File: src/rtl/imem_ctrl_pkg.sv
// Shared constants for the instruction-memory controller: sizes, NOP word
// and the controller state encoding.
package imem_ctrl_pkg;

  localparam int AW    = 6;
  localparam int DEPTH = 64;

  localparam logic [31:0] NOP = 32'h0000_0000;

  localparam logic [1:0] S_IDLE  = 2'd0;
  localparam logic [1:0] S_LOAD  = 2'd1;
  localparam logic [1:0] S_WRITE = 2'd2;
  localparam logic [1:0] S_DONE  = 2'd3;

endpackage

File: src/rtl/imem_ctrl_word_packer.sv
// Little-endian byte-to-word assembler: four accepted bytes form one 32-bit word,
// first byte landing in bits 7:0.
module word_packer (
  input  logic        clk_i,
  input  logic        rst_i,
  input  logic        clr_i,
  input  logic        take_i,
  input  logic [7:0]  byte_i,
  output logic [31:0] word_o,
  output logic        full_o
);

  logic [23:0] r_shift;
  logic [1:0]  r_cnt;
  logic [31:0] r_word;

  // r_word only changes when a word completes, so it holds the last assembled word
  always_ff @(posedge clk_i) begin
    if (rst_i) begin
      r_shift <= 24'h0;
      r_cnt   <= 2'd0;
      r_word  <= 32'h0;
    end else if (clr_i) begin
      r_shift <= 24'h0;
      r_cnt   <= 2'd0;
    end else if (take_i) begin
      r_cnt   <= r_cnt + 2'd1;
      r_shift <= {byte_i, r_shift[23:8]};
      if (r_cnt == 2'd3) begin
        r_word <= {byte_i, r_shift};
      end
    end
  end

  assign word_o = r_word;
  assign full_o = take_i && (r_cnt == 2'd3);

endmodule

File: src/rtl/imem_ctrl.sv
// Instruction-memory controller: combinational CPU fetch path in IDLE, byte-wise
// program loader that writes whole words into the memory otherwise.
//
// state   | meaning
// IDLE    | fetch path live, waiting for a load request
// LOAD    | accepting loader bytes into the packer
// WRITE   | one-cycle write of the assembled word
// DONE    | one-cycle completion pulse, back to IDLE
module imem_ctrl
  import imem_ctrl_pkg::*;
#(
  parameter int AW    = imem_ctrl_pkg::AW,
  parameter int DEPTH = imem_ctrl_pkg::DEPTH
) (
  input  logic          clk_i,
  input  logic          rst_i,
  input  logic          ld_start_i,
  input  logic [AW:0]   ld_len_i,
  input  logic          ld_valid_i,
  input  logic [7:0]    ld_byte_i,
  output logic          ld_ready_o,
  input  logic [AW-1:0] fetch_addr_i,
  output logic [31:0]   fetch_inst_o,
  output logic          fetch_valid_o,
  output logic          stall_o,
  output logic [AW-1:0] mem_addr_o,
  output logic          mem_we_o,
  output logic [31:0]   mem_wdata_o,
  input  logic [31:0]   mem_rdata_i,
  output logic          done_o,
  output logic          err_o
);

  logic [1:0]  r_state;
  logic [AW:0] r_len;
  logic [AW:0] r_wcnt;
  logic        r_err;

  logic        w_idle;
  logic        w_len_ok;
  logic        w_start_ok;
  logic        w_take;
  logic        w_full;
  logic [31:0] w_word;
  logic [AW:0] w_wcnt_nxt;

  assign w_idle     = (r_state == S_IDLE);
  assign w_len_ok   = (ld_len_i != '0) && (ld_len_i <= (AW+1)'(DEPTH));
  assign w_start_ok = w_idle && ld_start_i && w_len_ok;
  assign w_take     = (r_state == S_LOAD) && ld_valid_i;
  assign w_wcnt_nxt = r_wcnt + {{AW{1'b0}}, 1'b1};

  word_packer u_packer (
    .clk_i  (clk_i),
    .rst_i  (rst_i),
    .clr_i  (w_start_ok),
    .take_i (w_take),
    .byte_i (ld_byte_i),
    .word_o (w_word),
    .full_o (w_full)
  );

  always_ff @(posedge clk_i) begin
    if (rst_i) begin
      r_state <= S_IDLE;
      r_len   <= '0;
      r_wcnt  <= '0;
      r_err   <= 1'b0;
    end else begin
      r_err <= w_idle && ld_start_i && !w_len_ok;
      case (r_state)
        S_IDLE: begin
          if (w_start_ok) begin
            r_len   <= ld_len_i;
            r_wcnt  <= '0;
            r_state <= S_LOAD;
          end
        end
        S_LOAD: begin
          if (w_full) r_state <= S_WRITE;
        end
        S_WRITE: begin
          r_wcnt  <= w_wcnt_nxt;
          r_state <= (w_wcnt_nxt == r_len) ? S_DONE : S_LOAD;
        end
        default: r_state <= S_IDLE;
      endcase
    end
  end

  assign ld_ready_o    = (r_state == S_LOAD);
  assign stall_o       = !w_idle;
  assign fetch_valid_o = w_idle;
  assign fetch_inst_o  = w_idle ? mem_rdata_i : NOP;
  assign mem_we_o      = (r_state == S_WRITE);
  assign mem_addr_o    = mem_we_o ? r_wcnt[AW-1:0] : fetch_addr_i;
  assign mem_wdata_o   = w_word;
  assign done_o        = (r_state == S_DONE);
  assign err_o         = r_err;

endmodule

File: config.mk
export PLATFORM = sky130hd
export DESIGN_NAME = imem_ctrl
export DESIGN_NICKNAME = d
export VERILOG_FILES = /design/src/rtl/imem_ctrl_pkg.sv /design/src/rtl/imem_ctrl_word_packer.sv /design/src/rtl/imem_ctrl.sv
export SDC_FILE = /design/constraint.sdc
export NUM_CORES = 1
export LEC_CHECK = 0
export BUFFER_PORTS_ARGS = -buffer_cell sky130_fd_sc_hd__buf_2
export CAP_MARGIN = 20
export CORE_AREA = 2 2 89 91
export CTS_CLUSTER_DIAMETER = 60
export CTS_CLUSTER_SIZE = 28
export DETAILED_ROUTE_END_ITERATION = 8
export DIE_AREA = 0 0 91 93
export HOLD_SLACK_MARGIN = 0.02
export PLACE_DENSITY = 0.86
export SLEW_MARGIN = 20
export SYNTH_ARGS = -nofsm -noshare
export SYNTH_HDL_FRONTEND = slang
export SYNTH_SLANG_ARGS = --single-unit
File: constraint.sdc
create_clock -name clk_i -period 3.3 [get_ports clk_i]
set_input_delay 0.825 -clock clk_i [delete_from_list [all_inputs] [get_ports clk_i]]
set_output_delay 0.825 -clock clk_i [all_outputs]
set_load 0.05 [all_outputs]
== Word-level counts from Yosys, hierarchy flattened ==
Index checks and enable logic that the tools add are counted.

* Register bits: 75
* Output and inout bits: 76
* Bits in latches: 0
* Word-level logic and storage cells: 42
* Memory bits (writable): 0
* Memory bits (read-only): 0
* Memories kept: 0
* Bits of input ports: 57

* $mul: 0
* Reductions and logical operators: 16
* Multiplexer cells: 8
* Bitwise operators: 1
* Equality and inequality tests: 7
* Divide/modulo/power cells: 0
* Add/sub/neg operators: 2
* Shift operators: 0
* Order comparisons: 1

{| class="wikitable"
|+ Operators by type and width
! cell !! count
|-
| 32-bit 2-to-1 mux || 1
|-
| 7-bit case mux with 2 select lines || 1
|-
| 7-bit by 1-bit adder with 7-bit output, second input constant || 1
|-
| 7-bit == test || 1
|-
| 7-bit less-or-equal comparator, second input constant || 1
|-
| 7-bit 2-to-1 mux || 1
|-
| 7-bit nonzero test || 1
|-
| 2-bit == test, second input constant || 3
|-
| 1-bit logical AND || 6
|-
| 2-bit 2-to-1 mux || 3
|-
| 6-bit 2-to-1 mux || 1
|-
| 2-bit case mux with 3 select lines || 1
|-
| 2-bit AND reduction || 3
|-
| 2-bit by 1-bit inequality test with 1-bit output, second input constant || 2
|-
| 3-bit AND reduction || 1
|-
| 2-bit by 1-bit adder with 2-bit output, second input constant || 1
|-
| 2-bit by 1-bit == test with 1-bit output, second input constant || 1
|-
| 1-bit zero test || 2
|-
| 2-bit zero test || 1
|-
| 2-bit nonzero test || 1
|-
| 2-bit OR reduction || 1
|-
| 1-bit NOT || 1
|}

== Longest topological paths before layout ==
Gate-level depths: netlist of run 1.

* Word-level depth: 5
* Depth in mapped cells: 7
* Depth with buffers taken out: 5

== Cells and area by module ==
A second synthesis of run 1 with hierarchy kept.

* Cells, all modules: 389
* Area, all modules: 3598.5 sq um

{| class="wikitable"
|+ By module, submodules not included
! module !! area an instance (sq um) !! cells each !! instances !! seq. area each (sq um)
|-
| word_packer || 2378.5 || 227 || 1 || 1161.1
|-
| imem_ctrl || 1219.9 || 162 || 1 || 340.3
|}

== Least setup slack after synthesis of run 1 ==
Ideal clock, no wire load.

* Path kind: flip-flop to output port
* Start: register r_state[0]
* End: output port mem_addr_o[5]
* Arrival time: 1935 ps
* Stages on the path, launching flop included: 5
* Data required time: 2475 ps
* Buffers on the path: 2
* Path slack: 540 ps
* Path through: dfxtp_1 > nand2b_1 > clkbuf_1 > clkbuf_1 > o21ai_0

* Longest elaborated chain between the ends: 2

{| class="wikitable"
|+ RTL lines
! what !! RTL line !! text
|-
| start: declaration || imem_ctrl.sv:34 || <nowiki>logic [1:0] r_state;</nowiki>
|-
| start signal: assignment || imem_ctrl.sv:84 || <nowiki>r_state <= (w_wcnt_nxt == r_len) ? S_DONE : S_LOAD;</nowiki>
|-
| 2-bit == test || imem_ctrl.sv:95 || <nowiki>assign mem_we_o = (r_state == S_WRITE);</nowiki>
|-
| 6-bit 2-to-1 mux || imem_ctrl.sv:96 || <nowiki>assign mem_addr_o = mem_we_o ? r_wcnt[AW-1:0] : fetch_addr_i;</nowiki>
|-
| end: declaration || imem_ctrl.sv:26 || <nowiki>output logic [AW-1:0] mem_addr_o,</nowiki>
|}

Every way passes these cells.

== Worst setup path in the final report of run 1 ==
* Start: register r_state[0]
* End: output port mem_addr_o[4]

Same word-level chain as after synthesis.

==> run metrics, run 1 <==
internal cell power=~1.4 mW; Die Wd=about 90 um; PwrDens=466.1 nW/um^2; vias per inst=around 5; total number of vias=about 3300; Post-synth ARST share=0%; total CTS buffers=9; IO buf count=132; final global-route overflow total=0; RSZ-0062 raised after global routing=no; R2R cell count=6; RD Place Congestion=roughly 0.96; combinational share of power=about 16%; Longest Clk Path Bufs=2; Hold Crit Class=reg2reg; post-synth top area cell=dfxtp_1; initial antenna violation count=0; Iteration-0 DRC Markers=between 200 and 250; Hold Startpoint=u_packer.word_o[0]; Post-synth EDFFs=0; fin crit share=about 79%; vias in the first global route=approximately 3100; Die Y=roughly 93 um; Unique masters post-synth=42; most common cell after layout, fill and taps aside=nand2_1; start of the worst register-to-register path=r_state[1]; critical path fanouts, max=16; yosys warns=0; Final Hold Viols=0; kind of end point of the critical path=primary output; drt wl/cell=approximately 13 um; postcts setup bufs=0; Core Area=7527 um^2; first-pass GRT wire length=between 10 and 15 mm; Synth top area share=a little under half; CTS tree=done; CP arrival=1.78 ns; sequential power share=46.8%; top post-synthesis cells by area=dfxtp_1 (45%), nand2_1 (16%), a21oi_1 (11%), and2_1 (6.6%), clkbuf_1 (2.8%); Worst-Skew Late Latency=0.34 ns; post-cts sizing count=0; Die Footprint=8463 um^2; Seq cells post-synth=75; layout cells sized above 1=29.33%; max_cap viols=0; Hold Path Stages=2; Seq/Total Area, Yosys=about 45%; largest net degree at the start of global routing=51; WHS=0.4547 ns; Rel. slew slack=about 42%; fin nets=between 600 and 700; run status=complete, no violations; Sw Ratio=~30%; Post-Layout Inst Area=around 4200 um^2; Mapped Avg Cell Area=between 7 and 8 um^2; FF-to-FF End=u_packer.word_o[13]; DR DRC count=0; most frequent cells in the layout=nand2_1 (138), buf_2 (132), dfxtp_1 (75); leak pwr=roughly 1.8 nW; area of the mapped netlist=around 3300 um^2; cell row count=32; clk sinks=75; fmax=between 300 and 400 MHz; DP HPWL=~6.4 mm; Worst-path clk slew=approximately 0.080 ns; WHS Endpoint=u_packer.word_o[0]; Hold Buf Count CTS=0; CP Launch Type=flip-flop; routed wire length=around 8.5 mm; Net Count, Synth=486; Layout Cells excl Fill=around 650; Placed Area=around 4000 um^2; antenna-violating nets left=0; Clk pwr share=between 30 and 40%; final setup TNS=0 ns; Slew Limit Fails=0; Setup Viol. Count Final=0; CTS HTree Levels=3; R2R Setup Slk=approximately 1.5 ns; Period minus WS final=~2.6 ns; worst vdd ir=0.2233 mV; Synth Instances=427; drt pass-1 iters=4; predominant post-synthesis flop cell=dfxtp_1; Setup Crit Path Kind=reg2out; Req. time, crit path=between 2 and 2.5 ns; GRT Util Overall=20.02%; Ports=approximately 130; skew final=0.008346 ns; n_diodes=0; synthesis-to-layout area growth=27.19%; root buf cell=clkbuf_8; Placed Cells=approximately 640; Initial Util=between 40 and 50%; Switching Power=between 0.5 and 0.6 mW; Least-Margin Pin Slew=0.8645 ns
==> through the flow <==
| stage | utilization [%] | power, mW | setup WS, ns |
|---|---|---|---|
| 6_report | 55.98 | 1.964 | 0.6942 |
| 3_5_place_dp | 53.19 | 1.255 | 0.4669 |
| 3_3_place_gp | 53.19 | 1.251 | 0.5215 |
| 2_1_floorplan | - | 1.169 | 0.5400 |
| 5_1_grt | 55.98 | 2.033 | 0.5535 |
| 4_1_cts | 55.98 | 1.977 | 0.6782 |
==> Yosys cell counts (4+ instances only) <==
library cell    n
a21oi_1        71
dfxtp_1        75
xnor2_1         6
and2_1         35
nor2_1          5
nand4_1         6
o21ai_0         4
clkbuf_1       25
inv_1           4
nand2_1       138
o31ai_1         8
nand3_1         5
==> power by group through the flow <==
stage	Clock, mW	Sequential (mW)	Combinational (mW)
6_report	0.732	0.919	0.313
5_1_grt	0.780	0.920	0.332
4_1_cts	0.742	0.919	0.316
3_5_place_dp	0	0.940	0.315
3_3_place_gp	0	0.940	0.311
2_1_floorplan	0	0.940	0.229
==> worst max path at each step <==
stage,startpoint,end,slack [ns],cells after the start
after floorplan,r_state[0],mem_addr_o[5],0.54,4
after global placement,ld_len_i[0],u_packer.r_cnt[0],0.52,6
after detailed placement,ld_len_i[0],u_packer.r_shift[0],0.47,6
after CTS,r_state[0],mem_addr_o[4],0.68,6
after global routing,r_state[1],mem_addr_o[4],0.55,6
final,r_state[0],mem_addr_o[4],0.69,6
==> cell type report <==
cell class | instances | area, um^2
clock buffers | 10 | 137.6
clock inverters | 6 | 72.57
fillers | 731 | 3313
inverters | 4 | 15.01
multi-input cells | 315 | 1647
flip-flops and latches | 75 | 1501
well taps | 102 | 127.6
repair buffers | 139 | 713.2
==> critical path, stage by stage, from the launching register on <==
cell and delay [ns]:
dfxtp_1 0.34, nand2b_1 0.15, buf_4 0.19, inv_1 0.33, nand2_1 0.11, nand2_1 0.07, buf_2 0.25
==> kinds of logic (layout without fill, tap and decap cells) <==
logic type | count (synthesis) | in the layout | share of synthesized area [%]
adders and majority gates | 2 | 2 | 0.7552
and+or+nand+nor | 205 | 205 | 28.55
AOI/OAI and AO/OA | 99 | 99 | 18.01
buffers and inverters | 37 | 159 | 4.985
xor gates and xnor gates | 9 | 9 | 2.379
DFF | 75 | 75 | 45.32
==> flip-flops by register name, indices dropped and copies added, names as in the netlist <==
name and count:
u_packer.r_cnt 2, r_len 7, err_o 1, u_packer.word_o 32, r_state 2, u_packer.r_shift 24, r_wcnt 7
==> layer usage <==
metal  share of wire [%]  GRT usage, %  vias to the layer above
met1                  40         21.97                     1513
met5                   0             0                        -
met2                  51         36.60                      120
li1                    -             -                     1661
met4                 3.7         11.11                        0
met3                 6.0         3.465                       20
No activity file was read; power rests on OpenSTA's default activity.
==> run 2: changes to the inputs <==
--- a/config.mk
+++ b/config.mk
@@ -5,6 +5,7 @@
 export SDC_FILE = /design/constraint.sdc
 export NUM_CORES = 1
 export LEC_CHECK = 0
+export ABC_AREA = 1
 export BUFFER_PORTS_ARGS = -buffer_cell sky130_fd_sc_hd__buf_2
 export CAP_MARGIN = 20
 export CORE_AREA = 2 2 89 91
==> constraint.sdc (replaced) <==
create_clock -name clk_i -period 2.67 [get_ports clk_i]
set_input_delay 0.6675 -clock clk_i [delete_from_list [all_inputs] [get_ports clk_i]]
set_output_delay 0.6675 -clock clk_i [all_outputs]
set_load 0.05 [all_outputs]
==> run metrics, run 2 <==
drt pass-1 iters=5 (+1); final setup TNS=0 ns (unchanged); total number of vias=3435 (+3.7%); Post-Layout Inst Area=4199 um^2 (-0.36%); Setup Viol. Count Final=0 (unchanged); Rel. slew slack=62.59% (+20 points); DP HPWL=6.461 mm (+1.5%); post-cts sizing count=0 (unchanged); Mapped Avg Cell Area=6.733 um^2 (-13%); CTS HTree Levels=3 (unchanged); Hold Crit Class=reg2reg; Worst-path clk slew=0.08 ns (about the same); Final WS setup=0.3611 ns (-0.3331 ns); WHS=0.4641 ns (+0.009366 ns); routed wire length=8.789 mm (+3.6%); Final Hold Viols=0 (unchanged); Post-synth ARST share=0% (unchanged); Initial Util=43.83% (-0.18 points); vias in the first global route=3278 (+5.9%); n_diodes=0 (unchanged); RD Place Congestion=0.8741 (-9.2%); Slew Limit Fails=0 (unchanged); Seq cells post-synth=75 (unchanged); PwrDens=799.7 nW/um^2 (+72%); CP arrival=1.64 ns (-0.14 ns); first-pass GRT wire length=14.43 mm (+4.7%); Core Area=7527 um^2 (unchanged); Layout Cells excl Fill=718 (+10%); antenna-violating nets left=0 (unchanged); Req. time, crit path=2.00 ns (-0.47 ns); Post-synth EDFFs=0 (unchanged); cell row count=32 (unchanged); RSZ-0062 raised after global routing=no; Die Y=93 um (unchanged); initial antenna violation count=0 (unchanged); largest family of logic cells by synthesized area=simple AND/OR/NAND/NOR gates; Net Count, Synth=549 (+13%); drt wl/cell=12.24 um (-6.1%); IO buf count=132 (unchanged); Util after Layout=55.78% (-0.20 points); Sw Ratio=42.77% (+13 points); Period minus WS final=approximately 2.3 ns; postcts setup bufs=0 (unchanged); Synth Area in Compound Gates=12.59% (-5.4 points); post-synthesis xor/xnor area fraction=0.5309% (-1.8 points); Iteration-0 DRC Markers=159 (-23%); final global-route overflow total=0 (unchanged); CP Launch Type=flip-flop; top post-synthesis cells by area=dfxtp_1 (46%), nand2_1 (19%), a21oi_1 (11%), inv_1 (6.0%), nor2_1 (5.2%); Placed Area=3981 um^2 (-0.56%); leak pwr=1.974 nW (+11%); kind of end point of the critical path=primary output; Unique masters post-synth=24 (-43%); Setup Crit Path Kind=reg2out; fin crit share=slightly below 90%; area of the mapped netlist=3299 um^2 (-0.42%); combinational share of power=35.9% (+20 points); Die Footprint=8463 um^2 (unchanged); Ports=133 (unchanged); root buf cell=clkbuf_8; power after layout=3.358 mW (+71%); count leader, synth=nand2_1; total CTS buffers=9 (unchanged); sequential power share=35.5% (-11 points); skew final=0.01147 ns (+0.003128 ns); most common cell after layout, fill and taps aside=nand2_1; Longest Clk Path Bufs=2 (unchanged); vias per inst=4.784 (-6.0%); Commonest cells post-synth=nand2_1 (165), dfxtp_1 (75), a21oi_1 (72); Switching Power=1.436 mW (+140%); layout cells sized above 1=25.97% (-3.4 points); post-synth top area cell=dfxtp_1; pre-CTS setup slack=0.5146 ns (+0.04774 ns); Synth top area share=45.51% (+0.19 points); Die Wd=91 um (unchanged); yosys warns=0 (unchanged); Seq/Total Area, Yosys=45.51% (+0.19 points); DR DRC count=0 (unchanged); worst vdd ir=0.3401 mV (+52%); Post-Synth Simple-Gate Area=30.03% (+1.5 points); most frequent cells in the layout=nand2_1 (165), buf_2 (132), dfxtp_1 (75); run status=complete, no violations; mux cell area share after synthesis=0% (unchanged); max_cap viols=0 (unchanged); CTS tree=done; Hold Buf Count CTS=0 (unchanged); predominant post-synthesis flop cell=dfxtp_1; GRT Util Overall=20.94% (+0.92 points); Clk pwr share=28.7% (-8.5 points); Synth Instances=490 (+15%); largest net degree at the start of global routing=41 (-20%); Placed Cells=702 (+11%); Least-Margin Pin Slew=0.5592 ns (-0.3054 ns); Post-Synth Adder-Cell Area=0.7584% (+0.0032 points); max reg flops=32 (unchanged); clk sinks=75 (unchanged); synthesis-to-layout area growth=27.27% (about the same); fin nets=670 (+11%); critical path fanouts, max=35 (+19); fmax=between 400 and 500 MHz; Worst-Skew Late Latency=0.36 ns (+0.02 ns); internal cell power=1.922 mW (+40%)
## run 2: critical path, stage by stage, from the launching register on
cell,delay (ns)
dfxtp_1,0.41
inv_2,0.07
nand2_2,0.42
buf_2,0.37
## run 2: logic make-up after synthesis
family	after synthesis
buf+inv	83
xor+xnor	2
compound gates	83
fa+ha+maj	2
simple gates	245
flops	75
## run 2: final timing paths
path / from / to / slack, ns / depth (start not counted)
min reg2reg: u_packer.r_shift[5] / u_packer.r_shift[5] / 0.46 / 2
max: r_state[1] / stall_o / 0.36 / 3
min: u_packer.r_shift[5] / u_packer.r_shift[5] / 0.46 / 2
max reg2reg: r_state[0] / r_len[6] / 0.58 / 6
## run 2: layer usage
layer	global-route usage, %	part of all wire [%]	up-vias
li1	-	-	1758
met1	23.55	41	1530
met2	37.16	48	131
met3	5.157	7.7	16
met4	10.10	2.5	0
met5	0	0	-
## run 2: power by group through the flow
stage                     Combinational [mW]  Clock [mW]  Sequential, mW
after floorplan                        0.945           0            1.21
after detailed placement                1.21           0            1.22
after global routing                    1.28        1.02            1.20
final                                   1.20       0.962            1.19
after global placement                  1.19           0            1.22
after CTS                               1.21       0.972            1.19
## run 2: cell type report
| type | count | area, um^2 |
|---|---|---|
| clock inverter | 6 | 90.09 |
| clock buffer | 10 | 127.6 |
| fill | 705 | 3328 |
| tap | 102 | 127.6 |
| multi-input combinational | 332 | 1449 |
| inverter | 58 | 220.2 |
| sequential | 75 | 1501 |
| timing repair buffer | 135 | 683.2 |
